$ cat config.mk
export PLATFORM = sky130hd
export DESIGN_NAME = control_temporizado
export DESIGN_NICKNAME = d
export VERILOG_FILES = /design/src/rtl/control_temporizado.sv
export SDC_FILE = /design/constraint.sdc
export NUM_CORES = 1
export LEC_CHECK = 0
export CELL_PAD_IN_SITES_DETAIL_PLACEMENT = 0
export CELL_PAD_IN_SITES_GLOBAL_PLACEMENT = 1
export CORE_AREA = 2 2 39 41
export CTS_CLUSTER_SIZE = 40
export DETAILED_ROUTE_END_ITERATION = 10
export DIE_AREA = 0 0 41 43
export DONT_BUFFER_PORTS = 1
export HOLD_SLACK_MARGIN = 0.06
export PLACE_DENSITY = 0.62
export SLEW_MARGIN = 20
export SYNTH_ARGS = -nofsm -noshare
export SYNTH_HDL_FRONTEND = slang
export SYNTH_SLANG_ARGS = --single-unit
$ cat constraint.sdc
create_clock -name clk -period 2.9 [get_ports clk]
set_input_delay 0.58 -clock clk [delete_from_list [all_inputs] [get_ports clk]]
set_output_delay 0.58 -clock clk [all_outputs]
set_load 0.02 [all_outputs]
$ cat src/rtl/control_temporizado.sv
`default_nettype none
// ============================================================================
// Module   : control_temporizado
// Purpose  : Timed activation controller. Qualifies a request R over T_MIN
//            samples, opens an a_e window of T_ON cycles, pulses c once, and
//            waits for R to be released before re-arming.
//            Optional: `CONTROL_TEMPORIZADO_RETRIGGER_EN lets a rising edge of
//            R during ACTIVE restart the window.
// Revision : 1.0 - initial release
// ============================================================================

module control_temporizado #(
    parameter int W     = 4,
    parameter int T_MIN = 2,
    parameter int T_ON  = 5
) (
    input  logic         clk,
    input  logic         reset,
    input  logic         R,
    output logic         a_e,
    output logic         c,
    output logic [W-1:0] cnt
);

    typedef enum logic [2:0] {
        S_IDLE     = 3'd0,
        S_ARM      = 3'd1,
        S_ACTIVE   = 3'd2,
        S_DONE     = 3'd3,
        S_WAIT_REL = 3'd4
    } state_t;

    // Terminal values compared against the current count (cnt+1 == T_MIN
    // is tested as cnt == T_MIN-1 so the sum can never need an extra bit).
    localparam logic [W-1:0] c_T_MIN_M1 = W'(T_MIN - 1);
    localparam logic [W-1:0] c_T_ON_M1  = W'(T_ON - 1);
    localparam logic [W-1:0] c_ONE      = W'(1);

    state_t         state_q, state_d;
    logic [W-1:0]   cnt_q, cnt_d;

`ifdef CONTROL_TEMPORIZADO_RETRIGGER_EN
    logic           r_q;

    always_ff @(posedge clk or negedge reset) begin
        if (!reset) begin
            r_q <= 1'b0;
        end else begin
            r_q <= R;
        end
    end
`endif

    always_ff @(posedge clk or negedge reset) begin
        if (!reset) begin
            state_q <= S_IDLE;
            cnt_q   <= '0;
        end else begin
            state_q <= state_d;
            cnt_q   <= cnt_d;
        end
    end

    always_comb begin
        state_d = state_q;
        cnt_d   = cnt_q;
        case (state_q)
            S_IDLE: begin
                cnt_d = '0;
                if (R) begin
                    if (T_MIN == 1) begin
                        state_d = S_ACTIVE;
                    end else begin
                        state_d = S_ARM;
                        cnt_d   = c_ONE;
                    end
                end
            end
            S_ARM: begin
                if (!R) begin
                    state_d = S_IDLE;
                    cnt_d   = '0;
                end else if (cnt_q == c_T_MIN_M1) begin
                    state_d = S_ACTIVE;
                    cnt_d   = '0;
                end else begin
                    cnt_d = cnt_q + c_ONE;
                end
            end
            S_ACTIVE: begin
`ifdef CONTROL_TEMPORIZADO_RETRIGGER_EN
                // A fresh request edge restarts the window, even on its last cycle.
                if (R && !r_q) begin
                    cnt_d = '0;
                end else if (cnt_q == c_T_ON_M1) begin
                    state_d = S_DONE;
                    cnt_d   = '0;
                end else begin
                    cnt_d = cnt_q + c_ONE;
                end
`else
                if (cnt_q == c_T_ON_M1) begin
                    state_d = S_DONE;
                    cnt_d   = '0;
                end else begin
                    cnt_d = cnt_q + c_ONE;
                end
`endif
            end
            S_DONE: begin
                cnt_d   = '0;
                state_d = R ? S_WAIT_REL : S_IDLE;
            end
            S_WAIT_REL: begin
                cnt_d = '0;
                if (!R) begin
                    state_d = S_IDLE;
                end
            end
            default: begin
                state_d = S_IDLE;
                cnt_d   = '0;
            end
        endcase
    end

    assign a_e = (state_q == S_ACTIVE);
    assign c   = (state_q == S_DONE);
    assign cnt = cnt_q;

endmodule

`default_nettype wire
======== Yosys cells after proc, flatten, opt, wreduce, memory -nomap -nowiden ========
Index checks and enable logic that the tools add are counted.
word-level totals
  logic and storage cells ................. 27
  register bits ........................... 7
  bits of input ports ..................... 3
  output and inout port bits .............. 6
operators by class
  reductions and logical operators ........ 2
  multiplexer cells ....................... 12
  add/sub/neg operators ................... 1
  eq/ne operators ......................... 10
operator list
  kind                                                                     count
  3-bit 2-to-1 mux                                                         6
  3-bit case mux with 5 select lines                                       1
  4-bit 2-to-1 mux                                                         3
  4-bit case mux with 3 select lines                                       1
  3-bit by 2-bit equality test with 1-bit output, second input constant    2
  4-bit by 1-bit adder with 4-bit output, second input constant            1
  4-bit by 1-bit equality test with 1-bit output, second input constant    1
  4-bit by 3-bit equality test with 1-bit output, second input constant    1
  2-bit inequality test, second input constant                             2
  4-bit AND reduction                                                      1
  3-bit by 1-bit equality test with 1-bit output, second input constant    1
  3-bit equality test, second input constant                               1
  3-bit zero test                                                          1
  3-bit inequality test, second input constant                             1
  2-bit by 1-bit inequality test with 1-bit output, second input constant  1
  1-bit 2-to-1 mux                                                         1

======== Depth between registers and ports, before layout ========
Gate-level depths: netlist of run 1.
  depth after elaboration ................. 4
  depth in mapped cells ................... 5
  gate-level depth less buffers ........... 5

======== Worst setup path after synthesis of run 1 ========
Ideal clock, no wire load.
  path kind ............................... reg2out
  start point ............................. reg state_q[0]
  end point ............................... out a_e
  arrival time ............................ 0.798 ns
  data required time ...................... 2.320 ns
  path buffers ............................ 0
  slack ................................... 1.522 ns
  cell stages (with the launch flop) ...... 2
  path through ............................ dfrtp_1 nor3b_4
on the way
  word-level cells in the longest chain between the ends .. 1
ends and longest elaborated chain
  item                                            line  RTL
  from (decl)                                     39    state_t state_q, state_d;
  from (signal assigned)                          59    state_q <= state_d;
  3-bit by 2-bit equality test with 1-bit output  127   assign a_e = (state_q == S_ACTIVE);
  to (decl)                                       20    output logic a_e,
No other way between the ends.

======== Worst setup path after layout of run 1 ========
Same ends and word-level chain as after synthesis.

==> impl_metrics.tcl, run 1 <==
set metrics [dict create \
    yosysTopAreaCellShare 0.427 \
    synth.top_cells.by_count "7 x dfrtp_1, 6 x nor2_1, 3 x ha_1, 3 x inv_1, 2 x nor2b_1" \
    whs_ps 484 \
    io_pins 9 \
    powerDensity_nw_per_um2 908 \
    cts_sinks 7 \
    nNetsFinal 50 \
    grt_pass1_vias 340 \
    grtUsageMet3 0.0733 \
    cts_max_level 1 \
    drive_gt1_frac 0.186 \
    critPathSlowestCell "dfrtp_1" \
    ys.flop_type "dfrtp_1" \
    status "finished, final reports clean" \
    cts_root_buf "clkbuf_4" \
    clock_latency_ps 240 \
    worst_hold_path.endpoint "state_q[2]$_DFFE_PN0P_" \
    dr_total_vias 302 \
    coreArea_um2 1380 \
    wl_per_cell_um 12.8 \
    synth_top_cell_by_area "dfrtp_1" \
    busiest_layer "met2" \
    drt-initial-drc-count 3 \
    syn_nets 44 \
    wl_um 754 \
    clockBufferDepth 2 \
    gp_congestion 0.707 \
    die_height_um 43 \
    async_flop_share 1.00 \
    portBuffers 0 \
    ys_ff_latch 7 \
    finalClockSkew_ps 0.941 \
    slew_headroom 0.744 \
    p_leak_nw 0.206 \
    vdd_ir_drop_max_mv 0.228 \
    hold_path_class "in -> reg" \
    synthCells 38 \
    rsz0062_at_grt "no" \
    clkPwrFrac 0.202 \
    synth_compound_area_frac 0.125 \
    synthAdderAreaFrac 0.0915 \
    crit_buf_inv 0 \
    combPwrFrac 0.351 \
    yosys-mux-area-fraction 0 \
    max_stage_delay_ps 470 \
    switching_share 0.400 \
    finalInstanceArea_um2 467 \
    numCtsBuffers 3 \
    timing.rr.end "cnt[3]$_DFF_PN0_" \
    synth_cell_types 22 \
    die_w_um 41 \
    rows 14 \
    synth_top_family_by_area "simple AND/OR/NAND/NOR gates" \
    synthTopCellsByArea "dfrtp_1 43%, ha_1 9.1%, nor2_1 5.5%" \
    dp_hpwl_um 591 \
    intPower_w 0.000254 \
    antenna_found_initial 0 \
    period_needed_ps 1700 \
    max_freq_mhz 589 \
    min_delay_path_depth 2 \
    hold_violations 0 \
    r2r_setup_slack_ps 1460 \
    drc 0 \
    gr-usage-met2 0.197 \
    drtAntennaViolNets 0 \
    finalCritPeriodShare 0.586 \
    postSynthAreaPerCell_um2 10.8 \
    overflow 0 \
    synth-xor-area-share 0.0427 \
    min-delay-start "R" \
    cp_max_fo 8 \
    met1_usage 0.119 \
    synth_warnings 0 \
    net-switching-power_w 0.000169 \
    yosys.cell_count.top_type "dfrtp_1" \
    crit_required_ps 2320 \
    die_area_um2 1760 \
    grt_pass1_wl_um 1390 \
    syn_area_um2 410 \
    synth_edf_count 0 \
    maxCapViolCount 0 \
    vias_per_cell 5.12 \
    path_class "reg -> out" \
    syn_to_final_growth_pct 13.7 \
    setup_viol 0 \
    crit_family "flip-flops" \
    crit_path_end_kind "output pin" \
    crit_path_cell_trace "nor3b_4" \
    power.total_w 0.000424 \
    postPlaceCellArea_um2 430 \
    initial_core_util 0.297 \
    n_antenna_cell 0 \
    first_pass_iters 2 \
    seq_power_share 0.447 \
    reg2regPathDepth 4 \
    fin_setup_tns_ps 0 \
    reg2reg_from "cnt[0]$_DFF_PN0_" \
    track_usage 0.121 \
    grt_max_degree 9 \
    synth-simple-area-share 0.287 \
    cp-start-kind "flop" \
    crit_arrival_ps 1120 \
    cts_tree "done" \
    worstMarginPinSlew_ps 384 \
    clk_pin_slew_ps 50 \
    slew_viol_final 0 \
    ys_seq_area_frac 0.427 \
]
metal layers:
layer  up-vias  routed length [um]
li1        143                   -
met1       152                 283
met2         7                 417
met3         0                  52
met4         0                   0
met5         -                   0
registers in the layout, indices dropped and copies added (netlist names):
register / count
state_q: 3
cnt: 4
power groups by stage:
stage	logic [W]	registers [W]	clock network, W
final	0.000149	0.000190	0.0000855
after global routing	0.000170	0.000199	0.000102
after CTS	0.000154	0.000190	0.0000908
after detailed placement	0.000147	0.000192	0
after global placement	0.000142	0.000189	0
after floorplan	0.000126	0.000179	0
final cells by class:
cell class	count	area (um^2)
Clock buffer	4	26.3
Fill cell	146	917
Inverter	3	11.3
Multi-Input combinational cell	28	224
Sequential cell	7	175
Tap cell	16	20.0
Timing Repair Buffer	1	10.0
through the flow:
stage,std cells,worst slack (ps),utilization
floorplan,38,1520,-
global placement,54,1460,0.311
detailed placement,54,1450,0.311
CTS,59,1190,0.337
global route,59,1120,0.337
finish,59,1200,0.337
kinds of logic after synthesis:
group / count (synthesis)
adder cells (fa/ha/maj): 3
buffers and inverters: 3
AND/OR/NAND/NOR: 17
flip-flops: 7
XOR/XNOR: 2
AO/OA/AOI/OAI: 6
how the worst max path moves through the flow:
stage                           startpoint               end  slack [ps]  cells after the start
finish              state_q[0]$_DFFE_PN0P_               a_e        1200                      1
global route        state_q[0]$_DFFE_PN0P_               a_e        1120                      1
CTS                 state_q[0]$_DFFE_PN0P_               a_e        1190                      1
detailed placement        cnt[0]$_DFF_PN0_  cnt[3]$_DFF_PN0_        1450                      4
global placement    state_q[0]$_DFFE_PN0P_               a_e        1460                      1
floorplan           state_q[0]$_DFFE_PN0P_               a_e        1520                      1
cells in the final DEF (no fill, tap or decap), types with 2 or more instances in the layout:
cell	n
nor2_1	6
inv_1	3
ha_1	3
clkbuf_4	3
dfrtp_1	7
nor2b_1	2
timing repair:
item | CTS | global route
endpoints found under the setup margin | 0 | 0
hold buffers | 1 | 0
endpoints found under the hold margin | 7 | 0
setup buffers | 0 | 0
gates resized for setup | 0 | 0
No activity file was read; power rests on OpenSTA's default activity.
==> run 2, diff against run 1 <==
--- a/config.mk
+++ b/config.mk
@@ -13,7 +13,7 @@
 export DIE_AREA = 0 0 41 43
 export DONT_BUFFER_PORTS = 1
 export HOLD_SLACK_MARGIN = 0.06
-export PLACE_DENSITY = 0.62
+export PLACE_DENSITY = 0.64
 export SLEW_MARGIN = 20
 export SYNTH_ARGS = -nofsm -noshare
 export SYNTH_HDL_FRONTEND = slang
==> constraint.sdc (replaced) <==
create_clock -name clk -period 1.45 [get_ports clk]
set_input_delay 0.29 -clock clk [delete_from_list [all_inputs] [get_ports clk]]
set_output_delay 0.29 -clock clk [all_outputs]
set_load 0.02 [all_outputs]
==> run 2 against run 1 <==
Non-clock buffer count increased by 6. Final area grew 10%. Routed wire length grew 1.1%. Hold slack got worse by 330 ps. Die area stayed put. Register-to-register slack worse by 1300 ps. Clock-buffer cell count stayed put. Critical path depth up 1.
==> impl_metrics.tcl, run 2 (same netlist as run 1, synthesis figures left out) <==
set metrics [dict create \
    drc 0 \
    reg2regPathDepth 5 \
    timing.rr.end "cnt[2]$_DFF_PN0_" \
    rsz0062_at_grt "no" \
    nNetsFinal 56 \
    antenna_found_initial 0 \
    coreArea_um2 1380 \
    syn_to_final_growth_pct 25.6 \
    fin_util 0.373 \
    grt_pass1_vias 328 \
    drt-initial-drc-count 6 \
    cts_root_buf "clkbuf_4" \
    crit_arrival_ps 1090 \
    drtAntennaViolNets 0 \
    finalInstanceArea_um2 515 \
    vdd_ir_drop_max_mv 0.619 \
    largest_reg_flops 4 \
    reg2reg_from "cnt[1]$_DFF_PN0_" \
    postPlaceCellArea_um2 460 \
    crit_family "flip-flops" \
    n_fill_cell 134 \
    powerDensity_nw_per_um2 1810 \
    path_class "reg -> out" \
    first_pass_iters 2 \
    period_needed_ps 1380 \
    gp_congestion 0.766 \
    n_antenna_cell 0 \
    overflow 0 \
    portBuffers 0 \
    maxCapViolCount 0 \
    finalCritPeriodShare 0.952 \
    crit_buf_inv 1 \
    crit_start "state_q[0]$_DFFE_PN0P_" \
    vias_per_cell 4.77 \
    slew_viol_final 0 \
    setup_viol 0 \
    grt_pass1_wl_um 1360 \
    initial_core_util 0.297 \
    rows 14 \
    crit_end "a_e" \
    grt_max_degree 9 \
    numCtsBuffers 3 \
    status "finished, final reports clean" \
    cts_tree "done" \
    cp-start-kind "flop" \
    crit_required_ps 1160 \
    cts_sinks 7 \
    worstMarginPinSlew_ps 336 \
    die_height_um 43 \
    crit_path_end_kind "output pin" \
    r2r_setup_slack_ps 210 \
    cts_max_level 1 \
    track_usage 0.123 \
    hold_violations 0 \
    clock_latency_ps 260 \
    cp.depth 2 \
    fin_setup_tns_ps 0 \
    slew_headroom 0.775 \
    drive_gt1_frac 0.347 \
    max_stage_delay_ps 460 \
    critPathSlowestCell "dfrtp_2" \
    dr_total_vias 310 \
    p_leak_nw 0.234 \
    wl_per_cell_um 11.7 \
    finalClockSkew_ps 5.06 \
    clk_pin_slew_ps 60 \
    io_pins 9 \
    cp_max_fo 8 \
    wl_um 762 \
    hold_path_class "in -> reg" \
    max_freq_mhz 725 \
    die_area_um2 1760 \
    crit_path_cell_trace "nor3b_4 -> buf_4" \
    die_w_um 41 \
    final_cell_mix "6 x nor2_1, 6 x buf_4, 4 x dfrtp_1" \
    clockBufferDepth 2 \
]
run 2: worst min-delay path by stage:
stage,start,to,cells after the start
floorplan,reset,cnt[0]$_DFF_PN0_,0
global placement,reset,state_q[2]$_DFFE_PN0P_,0
detailed placement,reset,state_q[2]$_DFFE_PN0P_,0
CTS,R,state_q[2]$_DFFE_PN0P_,2
global route,R,state_q[2]$_DFFE_PN0P_,2
finish,R,state_q[2]$_DFFE_PN0P_,2
run 2: layout make-up:
class                      instances  area (um^2)  area share
clock buffer                       4         26.3      0.0510
multi-input combinational         28          224       0.434
tap                               16         20.0      0.0388
inverter                           3         11.3      0.0218
sequential                         7          179       0.347
timing repair buffer               7         55.1       0.107
run 2: layer usage:
layer,GRT usage,share of wire,wire [um],up-vias
li1,-,-,-,153
met1,0.132,0.40,308,145
met2,0.175,0.47,356,10
met3,0.0681,0.10,80,2
met4,0.0800,0.022,17,0
met5,0,0,0,-
run 2: per-stage QoR:
| stage | worst slack [ps] | hold WS [ps] | power [W] | instances |
|---|---|---|---|---|
| after CTS | 11.3 | 152 | 0.000943 | 64 |
| after detailed placement | 220 | -5.35 | 0.000724 | 58 |
| after global placement | 249 | -5.41 | 0.000711 | 58 |
| final | 70.0 | 158 | 0.000931 | 65 |
| after floorplan | 175 | -5.59 | 0.000611 | 38 |
| after global routing | 18.8 | 171 | 0.00101 | 65 |
run 2: what timing repair did:
action | CTS | global route
endpoints found under the hold margin | 7 | 0
setup endpoints to repair | 1 | 1
gates resized for setup | 2 | 1
pin swaps | 1 | 0
hold buffers | 1 | 0
setup buffers | 1 | 1
run 2: where the power goes:
group	total (W)	internal, W	leakage (nW)	switching (W)
clock network	0.000189	0.000106	0.0150	0.0000832
registers	0.000339	0.000254	0.0891	0.0000849
logic	0.000403	0.000210	0.130	0.000192
